$ cat src/rtl/calc_entry.sv
// Keypad-to-number entry engine: turns decoded button levels into a num_t operand
// digit by digit and commits it to the arithmetic unit on an operator or equals press.
package calc_pkg;
  localparam int NumDigits = 8;

  typedef logic [3:0] digit_t;

  typedef struct packed {
    logic                        sign;
    logic                        error;
    logic [3:0]                  exponent;
    digit_t [NumDigits-1:0]      significand;
  } num_t;

  typedef enum logic [4:0] {
    B_NONE       = 5'd0,
    B_NUM_0      = 5'd1,
    B_NUM_1, B_NUM_2, B_NUM_3, B_NUM_4, B_NUM_5,
    B_NUM_6, B_NUM_7, B_NUM_8, B_NUM_9,
    B_DOT        = 5'd11,
    B_OP_ADD     = 5'd12,
    B_OP_SUB, B_OP_MUL, B_OP_DIV, B_OP_EQ,
    B_OP_PERCENT = 5'd17,
    B_OP_SQRT, B_MEM_PLUS, B_MEM_MINUS, B_MEM_RECALL, B_MEM_CLEAR,
    B_CLEAR      = 5'd23,
    B_UNKNOWN    = 5'd31
  } active_button_t;

  typedef enum logic [2:0] {
    OP_NONE = 3'd0,
    OP_ADD, OP_SUB, OP_MUL, OP_DIV
  } op_t;

  function automatic op_t button2op(active_button_t b);
    op_t op;
    op = OP_NONE;
    case (b)
      B_OP_ADD: op = OP_ADD;
      B_OP_SUB: op = OP_SUB;
      B_OP_MUL: op = OP_MUL;
      B_OP_DIV: op = OP_DIV;
      default:  op = OP_NONE;
    endcase
    return op;
  endfunction

  function automatic digit_t button2digit(active_button_t b);
    digit_t d;
    d = '0;
    case (b)
      B_NUM_1: d = 4'd1;
      B_NUM_2: d = 4'd2;
      B_NUM_3: d = 4'd3;
      B_NUM_4: d = 4'd4;
      B_NUM_5: d = 4'd5;
      B_NUM_6: d = 4'd6;
      B_NUM_7: d = 4'd7;
      B_NUM_8: d = 4'd8;
      B_NUM_9: d = 4'd9;
      default: d = 4'd0;
    endcase
    return d;
  endfunction
endpackage

module calc_entry
  import calc_pkg::*;
(
  input  logic           clk_i,
  input  logic           rst_ni,
  input  active_button_t active_button_i,
  input  logic           load_i,
  input  num_t           load_num_i,
  output num_t           num_o,
  output logic           entering_o,
  output logic           commit_o,
  output op_t            commit_op_o
);
  typedef enum logic [1:0] {S_FRESH, S_INT, S_FRAC} state_t;

  state_t         r_state;
  logic [3:0]     r_count;
  active_button_t r_prevBtn;
  num_t           r_num;
  logic           r_commit;
  op_t            r_commitOp;

  logic           w_press;
  logic           w_isDigit;
  logic           w_isDot;
  logic           w_isOp;
  logic           w_isClear;
  logic           w_canWrite;
  digit_t         w_digit;
  logic [2:0]     w_slot;

  // A key only counts on its transition out of B_NONE; B_UNKNOWN never counts.
  assign w_press    = (r_prevBtn == B_NONE) && (active_button_i != B_NONE) &&
                      (active_button_i != B_UNKNOWN);
  assign w_isDigit  = active_button_i inside {[B_NUM_0:B_NUM_9]};
  assign w_isDot    = (active_button_i == B_DOT);
  assign w_isOp     = active_button_i inside {B_OP_ADD, B_OP_SUB, B_OP_MUL, B_OP_DIV, B_OP_EQ};
  assign w_isClear  = (active_button_i == B_CLEAR);
  assign w_digit    = button2digit(active_button_i);
  assign w_slot     = 3'(4'(NumDigits - 1) - r_count);
  assign w_canWrite = (r_count < 4'(NumDigits));

  assign num_o       = r_num;
  assign entering_o  = (r_state != S_FRESH);
  assign commit_o    = r_commit;
  assign commit_op_o = r_commitOp;

  always_ff @(posedge clk_i or negedge rst_ni) begin
    if (!rst_ni) begin
      r_state    <= S_FRESH;
      r_count    <= '0;
      r_prevBtn  <= B_NONE;
      r_num      <= '0;
      r_commit   <= 1'b0;
      r_commitOp <= OP_NONE;
    end else begin
      r_prevBtn  <= active_button_i;
      r_commit   <= 1'b0;
      r_commitOp <= OP_NONE;
      if (w_press && w_isClear) begin
        r_num   <= '0;
        r_state <= S_FRESH;
        r_count <= '0;
      end else if (load_i) begin
        r_num   <= load_num_i;
        r_state <= S_FRESH;
        r_count <= '0;
      end else if (w_press && w_isOp) begin
        r_commit   <= 1'b1;
        r_commitOp <= button2op(active_button_i);
        r_state    <= S_FRESH;
        r_count    <= '0;
      end else if (w_press && w_isDot) begin
        if (r_state == S_FRESH) begin
          r_num   <= '0;
          r_count <= '0;
          r_state <= S_FRAC;
        end else if (r_state == S_INT) begin
          r_state <= S_FRAC;
        end
      end else if (w_press && w_isDigit) begin
        case (r_state)
          S_FRESH: begin
            r_num                          <= '0;
            r_num.significand[NumDigits-1] <= w_digit;
            r_count                        <= (w_digit != 4'd0) ? 4'd1 : 4'd0;
            r_state                        <= S_INT;
          end
          S_INT: begin
            if (w_canWrite && !(r_count == 4'd0 && w_digit == 4'd0)) begin
              r_num.significand[w_slot] <= w_digit;
              if (r_count != 4'd0) r_num.exponent <= r_count;
              r_count <= r_count + 4'd1;
            end
          end
          S_FRAC: begin
            // A first significant digit after the point means magnitude < 1.
            if (!r_num.error && w_canWrite) begin
              if (r_count == 4'd0) begin
                if (w_digit != 4'd0) r_num.error <= 1'b1;
              end else begin
                r_num.significand[w_slot] <= w_digit;
                r_count <= r_count + 4'd1;
              end
            end
          end
          default: r_state <= S_FRESH;
        endcase
      end
    end
  end
endmodule

$ cat config.mk
export PLATFORM = sky130hd
export DESIGN_NAME = calc_entry
export DESIGN_NICKNAME = d
export VERILOG_FILES = /design/src/rtl/calc_entry.sv
export SDC_FILE = /design/constraint.sdc
export NUM_CORES = 1
export LEC_CHECK = 0
export ABC_CLOCK_PERIOD_IN_PS = 2930
export BUFFER_PORTS_ARGS = -buffer_cell sky130_fd_sc_hd__buf_2
export CAP_MARGIN = 40
export CORE_MARGIN = 1.5
export CORE_UTILIZATION = 53
export CTS_CLUSTER_DIAMETER = 50
export DETAILED_ROUTE_END_ITERATION = 10
export GPL_ROUTABILITY_DRIVEN = 0
export PLACE_DENSITY = 0.8
export SKIP_LAST_GASP = 1
export SLEW_MARGIN = 5
export SYNTH_ARGS = -nofsm -noshare
export SYNTH_HDL_FRONTEND = slang
export SYNTH_SLANG_ARGS = --single-unit
$ cat constraint.sdc
create_clock -name clk_i -period 2.93 [get_ports clk_i]
set_input_delay 0.293 -clock clk_i [delete_from_list [all_inputs] [get_ports clk_i]]
set_output_delay 0.293 -clock clk_i [all_outputs]
set_load 0.005 [all_outputs]
==> reports/qor.yml <==
outcome: "finished clean"
final_cell_count_no_fill: 524
die_y_um: 82.3
final.min_clock_period_ns: 2.65
cts_buffer_depth: 2
crit_required_ns: 3.14
die-area_um2: 6770
numCtsBuffers: 5
routed-via-count: 3088
crit_type: "reg -> reg"
synth.top_cell.area_share_pct: 39.8
final_max_slew_viol_count: 0
start_util_pct: 55.6
synth_cell_types: 56
hp-class: "in -> reg"
cts_tree: "done"
path_max_fanout: 8
first_iter_violations: 194
yosysWarnings: 0
grtUsageTotal_pct: 27.2
worst_setup_path_end_kind: "flip-flop"
core_area_um2: 5990
place_area_um2: 3910
drc: 0
power_density_nw_per_um2: 424
cts_setup_buffers: 0
hold_violations: 0
ys.flop_type: "dfrtp_1"
cp-endpoint: "num_o[17]"
synth_top_area_cell: "dfrtp_1"
grt_pass1_vias: 2943
r2r-start: "r_count[1]"
ys_seq_area_share_pct: 39.8
syn_nets: 406
wire_per_inst_um: 16.2
period_share_pct: 90.6
stdcell_area_um2: 4000
die_x_um: 82.3
drive_above_1_share_pct: 38.8
multi_input_area_um2: 1860
areaGrowthSynthToFinish_pct: 20.1
ios: 89
rsz0062_at_grt: "no"
dp_hpwl_um: 6350
antenna_found_initial: 0
clk_latency_ns: 0.31
async_reset_ff_share_pct: 100
avgSynthCellArea_um2: 9.51
grt_max_degree: 30
syn-instance-count: 350
final_nets: 504
num_antenna_cells: 0
fin_worst_skew_ns: 0.00859
peakVddDrop_mv: 0.273
cts.sinks: 53
regArea_um2: 1330
dp_cells: 515
setup_violations: 0
grt_overflow_total: 0
p_leak_nw: 1.93
critPathArrivalTime_ns: 2.86
max_freq_mhz: 377
clk_pin_slew_ns: 0.10
r2r_slack_ns: 0.28
maxCapViolations: 0
rr_worst_depth: 8
r2r_end: "num_o[17]"
via_per_inst: 5.89
nFillCells: 499
synth_area_leaders: "dfrtp_1, mux2_2, nand2_1, o21ai_0, ha_1"
cp-start-kind: "flip-flop"
netlist_area_um2: 3330
final_util_pct: 66.8
holdWs_ns: 0.141
grt_pass1_wl_um: 14100
synth_edf_count: 0
cts_root_buf: "clkbuf_8"
antenna_left: 0
cp-startpoint: "r_count[1]"
cts.htree.levels: 2
slew_headroom_pct: 38.4
wirelength_um: 8480
ys_seq_elements: 53
tns_ns: 0
drt_first_pass_iters: 6
placementRows: 28
worstMarginPinSlew_ns: 0.901
port_buffers: 88
[power by group]
part | internal, W | switching (W) | total (W)
Sequential | 0.000790 | 0.0000324 | 0.000822
Clock | 0.000170 | 0.000246 | 0.000416
Combinational | 0.000205 | 0.000253 | 0.000458
[final cells by class]
cell class,count,share of cell area [%]
inverter,14,1.31
multi-input combinational,268,46.6
timing repair buffer,106,14.5
clock buffer,7,1.91
tap,75,2.35
sequential,53,33.2
clock inverter,1,0.188
[layer usage]
layer	global-route usage [%]	vias up	part of all wire, %
li1	-	1460	-
met1	36.9	1489	44
met2	43.4	116	48
met3	5.82	23	6.0
met4	8.31	0	2.1
met5	0	-	0
[critical path, cell delays in order, from the launching register on]
cell and delay (ns):
dfrtp_1 0.39, inv_1 0.15, ha_1 0.20, nor3b_1 0.37, nand2_1 0.12, nand4b_1 0.23
o221a_2 0.43, a21oi_2 0.29, mux2_2 0.37
[cells in the mapped netlist, types with 8 or more instances]
master    number
inv_1         14
nand2_1       52
nor2_1        20
mux2_2        34
a21oi_2        8
dfrtp_1       53
a211oi_2       8
o21ai_0       37
ha_1          10
clkbuf_1       8
a21oi_1        9
nand3_1       12
[metrics by stage]
step / worst slack (ns) / total power (W)
detailed placement: 0.324 / 0.00129
floorplan: 0.551 / 0.00111
finish: 0.275 / 0.00170
CTS: 0.331 / 0.00170
global route: 0.102 / 0.00179
global placement: 0.272 / 0.00127
[how the worst min path moves through the flow]
stage,slack [ns],depth (start not counted),to,start
6_report,0.14,1,r_prevBtn[1],active_button_i[1]
5_1_grt,0.14,1,r_prevBtn[1],active_button_i[1]
4_1_cts,0.14,1,r_prevBtn[1],active_button_i[1]
3_5_place_dp,0.33,1,num_o[34],rst_ni
3_3_place_gp,0.31,1,commit_o,rst_ni
2_1_floorplan,-0.003,0,commit_o,rst_ni
[cell families after synthesis]
logic type,share of synthesized area [%]
xor gates and xnor gates,0.263
and+or+nand+nor,19.1
adders and majority gates,3.76
buffers and inverters,4.17
AOI/OAI and AO/OA,20.2
DFF,39.8
muxes,12.7
[layout by cell type, fill, tap and decap left out, types with 2 or more instances in the layout]
master and count:
nor2b_1 4, nand2b_1 4, a211oi_2 8, clkbuf_1 2, nand2_1 52, mux2_2 34, a21oi_1 9, nor3_1 4
a211oi_1 2, or3b_1 2, o311ai_0 2, o31ai_1 3, buf_2 88, ha_1 10, nor4b_1 4, and3_1 3
a21o_1 2, dfrtp_1 53, or2_2 4, nor2_1 20, a41oi_1 3, nor4_1 2, nand3b_1 2, nor3b_1 2
a32oi_1 2, a21oi_2 8, buf_4 17, inv_1 14, o221a_2 2, clkbuf_8 5, o211ai_1 3, mux2i_1 4
o21ai_0 37, nand4_1 3, nand3_1 12
[sequential cells by signal, indices dropped and copies added (netlist names)]
name,flops
num_o,38
r_prevBtn,5
r_count,4
commit_op_o,3
r_state,2
commit_o,1
[what timing repair did]
action | in CTS | in global routing
gates resized for setup | 0 | 0
hold endpoints to repair | 24 | 0
hold buffers | 1 | 0
(Power assumes the default switching activity.)
